--- config.mk ---
export PLATFORM = sky130hd
export DESIGN_NAME = pc_sequencer_flat
export DESIGN_NICKNAME = d
export VERILOG_FILES = /design/src/rtl/mc14500_pkg.sv /design/src/rtl/pc_sequencer_if.sv /design/src/rtl/ret_stack.sv /design/src/rtl/pc_sequencer.sv /design/src/flat_wrapper.sv
export SDC_FILE = /design/constraint.sdc
export NUM_CORES = 1
export LEC_CHECK = 0
export BUFFER_PORTS_ARGS = -buffer_cell sky130_fd_sc_hd__buf_2
export CORE_UTILIZATION = 45
export CTS_CLUSTER_SIZE = 12
export DETAILED_ROUTE_END_ITERATION = 6
export PLACE_DENSITY_LB_ADDON = 0.08
export SYNTH_ARGS = -nofsm -noshare
export SYNTH_HDL_FRONTEND = slang
export SYNTH_SLANG_ARGS = --single-unit
--- constraint.sdc ---
create_clock -name clk -period 5.3 [get_ports clk]
set_clock_uncertainty 0.05 [all_clocks]
set_input_delay 0.265 -clock clk [delete_from_list [all_inputs] [get_ports clk]]
set_output_delay 0.265 -clock clk [all_outputs]
set_load 0.03 [all_outputs]
--- src/rtl/mc14500_pkg.sv ---
// Shared definitions for the MC14500B-style control core.
// Contents:
//   pc_op_t        - sequencer operation issued by the instruction decoder
//   PC_ADDR_W      - default program address width
//   PC_STACK_DEPTH - default return-stack depth
package mc14500_pkg;

  typedef enum logic [2:0] {
    PC_INC  = 3'd0,
    PC_SKIP = 3'd1,
    PC_JMP  = 3'd2,
    PC_CALL = 3'd3,
    PC_RET  = 3'd4,
    PC_HOLD = 3'd5
  } pc_op_t;

  localparam int unsigned PC_ADDR_W      = 12;
  localparam int unsigned PC_STACK_DEPTH = 4;

endpackage

--- src/rtl/pc_sequencer_if.sv ---
// Decoder <-> sequencer bus.
// Signals:
//   en, op, target        - request from the decoder (master drives)
//   pc                    - current program address
//   stack_lvl             - occupied return-stack entries
//   stack_full/stack_empt - stack level flags
//   ovf_pulse/unf_pulse   - one-cycle CALL-while-full / RET-while-empty pulses
//   err_sticky            - latched error, cleared only by reset
interface pc_sequencer_if
  import mc14500_pkg::*;
#(
  parameter int unsigned ADDR_W      = PC_ADDR_W,
  parameter int unsigned STACK_DEPTH = PC_STACK_DEPTH,
  localparam int unsigned LVL_W      = $clog2(STACK_DEPTH + 1)
);

  logic              en;
  pc_op_t            op;
  logic [ADDR_W-1:0] target;
  logic [ADDR_W-1:0] pc;
  logic [LVL_W-1:0]  stack_lvl;
  logic              stack_full;
  logic              stack_empt;
  logic              ovf_pulse;
  logic              unf_pulse;
  logic              err_sticky;

  modport master (
    output en, op, target,
    input  pc, stack_lvl, stack_full, stack_empt, ovf_pulse, unf_pulse, err_sticky
  );

  modport slave (
    input  en, op, target,
    output pc, stack_lvl, stack_full, stack_empt, ovf_pulse, unf_pulse, err_sticky
  );

endinterface

--- src/rtl/ret_stack.sv ---
// Return-address LIFO with registered storage.
// Ports:
//   clk, rst  - clock and synchronous active-high reset (empties the stack)
//   i_push    - write i_din on top; ignored when full
//   i_pop     - discard top entry; ignored when empty
//   i_din     - address to push
//   o_dout    - current top of stack (entry 0 when empty)
//   o_lvl     - occupied entries
//   o_full    - o_lvl == DEPTH
//   o_empty   - o_lvl == 0
module ret_stack #(
  parameter int unsigned ADDR_W  = 12,
  parameter int unsigned DEPTH   = 4,
  localparam int unsigned LVL_W  = $clog2(DEPTH + 1),
  localparam int unsigned IDX_W  = (DEPTH > 1) ? $clog2(DEPTH) : 1
) (
  input  logic              clk,
  input  logic              rst,
  input  logic              i_push,
  input  logic              i_pop,
  input  logic [ADDR_W-1:0] i_din,
  output logic [ADDR_W-1:0] o_dout,
  output logic [LVL_W-1:0]  o_lvl,
  output logic              o_full,
  output logic              o_empty
);

  logic [ADDR_W-1:0] r_mem [DEPTH];
  logic [LVL_W-1:0]  r_lvl;
  logic              w_full;
  logic              w_empty;
  logic              w_do_push;
  logic              w_do_pop;
  logic [IDX_W-1:0]  w_wr_idx;
  logic [IDX_W-1:0]  w_rd_idx;

  assign w_full    = (r_lvl == LVL_W'(DEPTH));
  assign w_empty   = (r_lvl == '0);
  assign w_do_push = i_push && !w_full;
  assign w_do_pop  = i_pop && !w_empty;
  // Indices only matter when the guarded operation is legal, so truncation is safe.
  assign w_wr_idx  = IDX_W'(r_lvl);
  assign w_rd_idx  = w_empty ? '0 : IDX_W'(r_lvl - LVL_W'(1));

  always_ff @(posedge clk) begin
    if (rst) begin
      r_lvl <= '0;
    end else if (w_do_push) begin
      r_lvl <= r_lvl + LVL_W'(1);
    end else if (w_do_pop) begin
      r_lvl <= r_lvl - LVL_W'(1);
    end
  end

  // Contents are don't-care after reset; popped entries are left in place.
  always_ff @(posedge clk) begin
    if (w_do_push) begin
      r_mem[w_wr_idx] <= i_din;
    end
  end

  assign o_dout  = r_mem[w_rd_idx];
  assign o_lvl   = r_lvl;
  assign o_full  = w_full;
  assign o_empty = w_empty;

endmodule

--- src/rtl/pc_sequencer.sv ---
// Program-address sequencer: increment, skip, jump, call/return through a
// return-address stack, and hold, with overflow/underflow reporting.
// Ports:
//   clk  - single clock
//   rst  - synchronous active-high reset (pc <= RESET_VECTOR, stack emptied, errors cleared)
//   bus  - pc_sequencer_if slave: en/op/target in; pc, stack status, error flags out
module pc_sequencer
  import mc14500_pkg::*;
#(
  parameter int unsigned       ADDR_W       = PC_ADDR_W,
  parameter int unsigned       STACK_DEPTH  = PC_STACK_DEPTH,
  parameter logic [ADDR_W-1:0] RESET_VECTOR = '0,
  localparam int unsigned      LVL_W        = $clog2(STACK_DEPTH + 1)
) (
  input logic           clk,
  input logic           rst,
  pc_sequencer_if.slave bus
);

  logic [ADDR_W-1:0] r_pc;
  logic              r_ovf;
  logic              r_unf;
  logic              r_err;

  logic [ADDR_W-1:0] w_pc_next;
  logic [ADDR_W-1:0] w_pc_inc;
  logic [ADDR_W-1:0] w_pc_skip;
  logic              w_push;
  logic              w_pop;
  logic              w_ovf;
  logic              w_unf;
  logic [ADDR_W-1:0] w_stk_top;
  logic [LVL_W-1:0]  w_stk_lvl;
  logic              w_stk_full;
  logic              w_stk_empty;

  // Widths wrap modulo 2**ADDR_W, including the pushed return address.
  assign w_pc_inc  = r_pc + ADDR_W'(1);
  assign w_pc_skip = r_pc + ADDR_W'(2);

  always_comb begin
    w_pc_next = r_pc;
    w_push    = 1'b0;
    w_pop     = 1'b0;
    w_ovf     = 1'b0;
    w_unf     = 1'b0;
    if (bus.en) begin
      case (bus.op)
        PC_INC:  w_pc_next = w_pc_inc;
        PC_SKIP: w_pc_next = w_pc_skip;
        PC_JMP:  w_pc_next = bus.target;
        PC_CALL: begin
          if (w_stk_full) begin
            w_pc_next = w_pc_inc;
            w_ovf     = 1'b1;
          end else begin
            w_pc_next = bus.target;
            w_push    = 1'b1;
          end
        end
        PC_RET: begin
          if (w_stk_empty) begin
            w_pc_next = w_pc_inc;
            w_unf     = 1'b1;
          end else begin
            w_pc_next = w_stk_top;
            w_pop     = 1'b1;
          end
        end
        default: w_pc_next = r_pc;  // PC_HOLD and undefined encodings
      endcase
    end
  end

  always_ff @(posedge clk) begin
    if (rst) begin
      r_pc  <= RESET_VECTOR;
      r_ovf <= 1'b0;
      r_unf <= 1'b0;
      r_err <= 1'b0;
    end else begin
      r_pc  <= w_pc_next;
      r_ovf <= w_ovf;
      r_unf <= w_unf;
      r_err <= r_err | w_ovf | w_unf;
    end
  end

  ret_stack #(
    .ADDR_W (ADDR_W),
    .DEPTH  (STACK_DEPTH)
  ) u_ret_stack (
    .clk     (clk),
    .rst     (rst),
    .i_push  (w_push),
    .i_pop   (w_pop),
    .i_din   (w_pc_inc),
    .o_dout  (w_stk_top),
    .o_lvl   (w_stk_lvl),
    .o_full  (w_stk_full),
    .o_empty (w_stk_empty)
  );

  assign bus.pc         = r_pc;
  assign bus.stack_lvl  = w_stk_lvl;
  assign bus.stack_full = w_stk_full;
  assign bus.stack_empt = w_stk_empty;
  assign bus.ovf_pulse  = r_ovf;
  assign bus.unf_pulse  = r_unf;
  assign bus.err_sticky = r_err;

endmodule

--- src/flat_wrapper.sv ---
// flat-port wrapper written by rule: the top's interface ports become plain ports
module pc_sequencer_flat import mc14500_pkg::*;
#(
  parameter int unsigned       ADDR_W       = PC_ADDR_W,
  parameter int unsigned       STACK_DEPTH  = PC_STACK_DEPTH,
  parameter logic [ADDR_W-1:0] RESET_VECTOR = '0,
  localparam int unsigned      LVL_W        = $clog2(STACK_DEPTH + 1)
)
  (clk, rst, bus_en, bus_op, bus_target, bus_pc, bus_stack_lvl, bus_stack_full, bus_stack_empt, bus_ovf_pulse, bus_unf_pulse, bus_err_sticky);
  pc_sequencer_if #(.ADDR_W(ADDR_W), .STACK_DEPTH(STACK_DEPTH)) bus_i ();
  input logic clk;
  input logic rst;
  input wire logic [$bits(bus_i.en)-1:0] bus_en;
  input wire logic [$bits(bus_i.op)-1:0] bus_op;
  input wire logic [$bits(bus_i.target)-1:0] bus_target;
  output wire logic [$bits(bus_i.pc)-1:0] bus_pc;
  output wire logic [$bits(bus_i.stack_lvl)-1:0] bus_stack_lvl;
  output wire logic [$bits(bus_i.stack_full)-1:0] bus_stack_full;
  output wire logic [$bits(bus_i.stack_empt)-1:0] bus_stack_empt;
  output wire logic [$bits(bus_i.ovf_pulse)-1:0] bus_ovf_pulse;
  output wire logic [$bits(bus_i.unf_pulse)-1:0] bus_unf_pulse;
  output wire logic [$bits(bus_i.err_sticky)-1:0] bus_err_sticky;
  assign bus_i.en = bus_en;
  assign bus_i.op = bus_op;
  assign bus_i.target = bus_target;
  assign bus_pc = bus_i.pc;
  assign bus_stack_lvl = bus_i.stack_lvl;
  assign bus_stack_full = bus_i.stack_full;
  assign bus_stack_empt = bus_i.stack_empt;
  assign bus_ovf_pulse = bus_i.ovf_pulse;
  assign bus_unf_pulse = bus_i.unf_pulse;
  assign bus_err_sticky = bus_i.err_sticky;
  pc_sequencer #(.ADDR_W(ADDR_W), .STACK_DEPTH(STACK_DEPTH), .RESET_VECTOR(RESET_VECTOR)) u_core (.clk(clk), .rst(rst), .bus(bus_i));
endmodule
==> impl_summary.log <==
[metrics] Reg clk slew, reported paths: 80 ps
[metrics] clock tree from TritonCTS: yes
[metrics] final number of setup-violating endpoints: 0
[metrics] mean cell area of the mapped netlist: 11.8 um2
[metrics] final design instance area without fill: 3740 um2
[metrics] die span in y: 88.2 um
[metrics] type of the most critical hold path: in2reg
[metrics] sw frac: 0.274
[metrics] vias in the first global route: 2290
[metrics] Post-layout nets: 338
[metrics] number of antenna violations at the first check in global routing: 0
[metrics] ys flop type: sky130_fd_sc_hd__edfxtp_1
[metrics] Port Buffer Count: 37
[metrics] sum of negative setup slack: 0 ps
[metrics] number of slew-limit violations in the final report: 0
[metrics] router iterations before antenna repair: 5
[metrics] setup repair after global routing missed its margin: false
[metrics] fraction of layout instances using a drive strength above 1: 0.208
[metrics] area of the core: 7210 um2
[metrics] Crit Path Max Fanout: 12
[metrics] Unique masters post-synth: 56
[metrics] total of cells resized after clock tree synthesis: 0
[metrics] die boundary width: 88.2 um
[metrics] Critical Path AT: 3430 ps
[metrics] cell area reported after detailed placement: 3550 um2
[metrics] DRC violation count after routing: 0
[metrics] max cap viols: 0
[metrics] Cell Pwr Density: 310 nW/um2
[metrics] Critical Path Source Type: flop
[metrics] Final Hold Viols: 0
[metrics] total internal power: 0.000841 W
[metrics] number of enable-type register cells in the synthesized netlist: 48
[metrics] cell leakage power: 1.33 nW
[metrics] Seq pwr share: 0.511
[metrics] overall global routing resource usage: 0.225
[metrics] number of inserted diodes: 0
[metrics] Initial Util: 0.463
[metrics] latest clock arrival within the worst-skew pair: 340 ps
[metrics] sequential share of the synthesized area: 0.539
[metrics] FF+latch area: 1800 um2
[metrics] outcome: complete, no violations
[metrics] number of violations reported at the end of detailed-routing iteration 0: 155
[metrics] Yosys warnings: 0
[metrics] switching power total: 0.000317 W
[metrics] ys async rst share: 0
[metrics] number of H-tree levels: 3
[metrics] die area: 7770 um2
[metrics] total wire length: 8170 um
[metrics] number of clock sinks: 66
[metrics] cell type contributing the most total cell area after synthesis: sky130_fd_sc_hd__edfxtp_1
[metrics] area growth from synthesis to layout: 11.9%
[metrics] multi-input gate area in the final layout: 1400 um2
[metrics] Post-CTS Repair Setup Buffers: 0
[metrics] top cell type's share of synthesized area: 0.431
[metrics] proportion of power drawn by combinational gates: 0.136
[metrics] CTS root buf: sky130_fd_sc_hd__clkbuf_8
[metrics] kind of capture point of the worst setup path: flop
[metrics] number of standard-cell rows in the floorplan: 31
[metrics] cell count after synthesis: 284
[metrics] wire length of the first global-routing pass: 12800 um
[metrics] final weighted congestion in routability-driven placement: 0.800
[metrics] largest net degree at the start of global routing: 20
[metrics] part of the total power dissipated in the clock network: 0.353
[metrics] Peak VDD IR: 0.000122 V
[metrics] actual transition at the worst max-transition pin: 1150 ps
[metrics] gr ovfl total: 0
[metrics] synthesis-stage register bit count: 66
[metrics] detailed-route wire length per cell: 19.6 um
[metrics] fill cell count: 673
[metrics] combined area of all synthesized cells: 3340 um2
[metrics] required time at the worst-slack endpoint: 5490 ps
[metrics] Post-CTS Hold Fix Bufs: 0
[metrics] buffer levels on the longest clock path: 2
[metrics] half-perimeter wire length after placement: 5640 um
[metrics] relative slew slack: 0.234
[metrics] FMAX: 308 MHz
[metrics] cell types occupying the most area after synthesis: sky130_fd_sc_hd__edfxtp_1, sky130_fd_sc_hd__dfxtp_1, sky130_fd_sc_hd__mux2i_1
[metrics] Critical Setup Path Class: reg2reg
[metrics] part of the cycle the worst path needs: 0.613
[metrics] average vias per placed instance: 5.83
[metrics] clock buffer count from CTS: 9
[metrics] net count after synthesis: 309
[metrics] final critical-path required period: 3250 ps
[metrics] DRT antenna net count: 0
[metrics] # IOs: 38
[metrics] via count of the routed design: 2432
## stage by stage
stage | hold WS, ps | setup WS, ps | std cells | utilization | total power, W
final | 213 | 2050 | 417 | 0.518 | 0.00116
after floorplan | 412 | 2570 | 284 | - | 0.000714
after global routing | 212 | 1820 | 417 | 0.518 | 0.00120
after global placement | 432 | 2230 | 401 | 0.492 | 0.000758
after CTS | 201 | 2120 | 417 | 0.518 | 0.00116
after detailed placement | 443 | 2150 | 401 | 0.492 | 0.000759
## critical path, stage by stage, from the launching register on
cell and delay (ps):
sky130_fd_sc_hd__dfxtp_1 770, sky130_fd_sc_hd__inv_2 170, sky130_fd_sc_hd__ha_1 340, sky130_fd_sc_hd__nand2_2 150, sky130_fd_sc_hd__clkinv_2 120, sky130_fd_sc_hd__a21boi_1 920
sky130_fd_sc_hd__a221o_1 300, sky130_fd_sc_hd__a21oi_1 40, sky130_fd_sc_hd__a221oi_1 280
## area by class of cell
cell class	instances	share of cell area
Clock buffer	11	0.0351
Clock inverter	5	0.0147
Inverter	10	0.0104
Multi-Input combinational cell	188	0.373
Sequential cell	66	0.482
Tap cell	99	0.0331
Timing Repair Buffer	38	0.0515
## path summary, 6_finish.rpt
check	depth (start not counted)	startpoint	slack, ps	end
worst min register to register	2	u_core.bus.err_sticky	450	u_core.bus.err_sticky
worst max-delay path	8	u_core.u_ret_stack.o_lvl[0]	2050	u_core.bus.pc[5]
worst min-delay path	3	bus_target[1]	210	u_core.bus.pc[1]
worst max register to register	8	u_core.u_ret_stack.o_lvl[0]	2050	u_core.bus.pc[5]
## metal layers
layer	wire (um)	vias up	track usage
li1	-	1135	-
met1	4040	1211	0.344
met2	3650	76	0.328
met3	405	10	0.0424
met4	81	0	0.0528
met5	0	-	0
## sequential cells by signal, summed over array words and instances (netlist names)
register,cells
u_core.u_ret_stack.r_mem,48
u_core.bus.err_sticky,1
u_core.bus.ovf_pulse,1
u_core.u_ret_stack.o_lvl,3
u_core.bus.pc,12
u_core.bus.unf_pulse,1
## power by group through the flow
stage | clock [W] | sequential, W | combinational [W]
final | 0.000409 | 0.000592 | 0.000157
after floorplan | 0 | 0.000608 | 0.000106
after global placement | 0 | 0.000603 | 0.000156
after global routing | 0.000438 | 0.000594 | 0.000171
after detailed placement | 0 | 0.000603 | 0.000156
after CTS | 0.000414 | 0.000591 | 0.000157
## layout by cell type, fill, tap and decap left out, types with 4 or more instances in the layout
cell type | Yosys | layout
sky130_fd_sc_hd__a211oi_1 | 6 | 6
sky130_fd_sc_hd__a21oi_1 | 7 | 7
sky130_fd_sc_hd__a221o_1 | 5 | 5
sky130_fd_sc_hd__a221oi_1 | 7 | 7
sky130_fd_sc_hd__a22oi_1 | 6 | 6
sky130_fd_sc_hd__and2_1 | 5 | 5
sky130_fd_sc_hd__buf_2 | 6 | 37
sky130_fd_sc_hd__clkbuf_8 | 0 | 9
sky130_fd_sc_hd__dfxtp_1 | 18 | 18
sky130_fd_sc_hd__edfxtp_1 | 48 | 48
sky130_fd_sc_hd__ha_1 | 7 | 7
sky130_fd_sc_hd__inv_1 | 7 | 7
sky130_fd_sc_hd__mux2i_1 | 20 | 20
sky130_fd_sc_hd__nand2_1 | 15 | 15
sky130_fd_sc_hd__nand3_1 | 6 | 6
sky130_fd_sc_hd__nor2_1 | 21 | 21
sky130_fd_sc_hd__nor3_1 | 5 | 5
sky130_fd_sc_hd__nor4_1 | 4 | 4
sky130_fd_sc_hd__o21ai_0 | 6 | 6
sky130_fd_sc_hd__o21ai_1 | 4 | 4
sky130_fd_sc_hd__xnor2_1 | 9 | 9
sky130_fd_sc_hd__xor2_1 | 9 | 9
## Yosys cell counts (all sizes together), types with 2 or more instances
library cell and n:
a211o 2, a311oi 3, buf 10, a221o 5
xnor2 9, xor2 9, inv 9, clkbuf 10
mux2 2, edfxtp 48, a21oi 7, a221oi 9
nand2b 2, a22oi 6, mux2i 20, dfxtp 18
nor4 4, nor2 23, nand2 17, a22o 2
o211ai 3, and3 2, mux4 2, o32ai 2
a31oi 3, ha 7, nand4 3, and2 5
nor4b 2, nand3 6, a211oi 6, o21a 2
o21ai 11, nor3 5
## cell families (layout without fill, tap and decap cells)
group           count (synthesis)  in the layout  synth area share
xor+xnor                       18             18            0.0472
compound gates                 65             65             0.148
flops                          66             66             0.539
fa+ha+maj                       7              7            0.0262
mux                            24             24            0.0801
simple gates                   74             74             0.116
buf+inv                        30             64            0.0431
No activity file was read; power rests on OpenSTA's default activity.
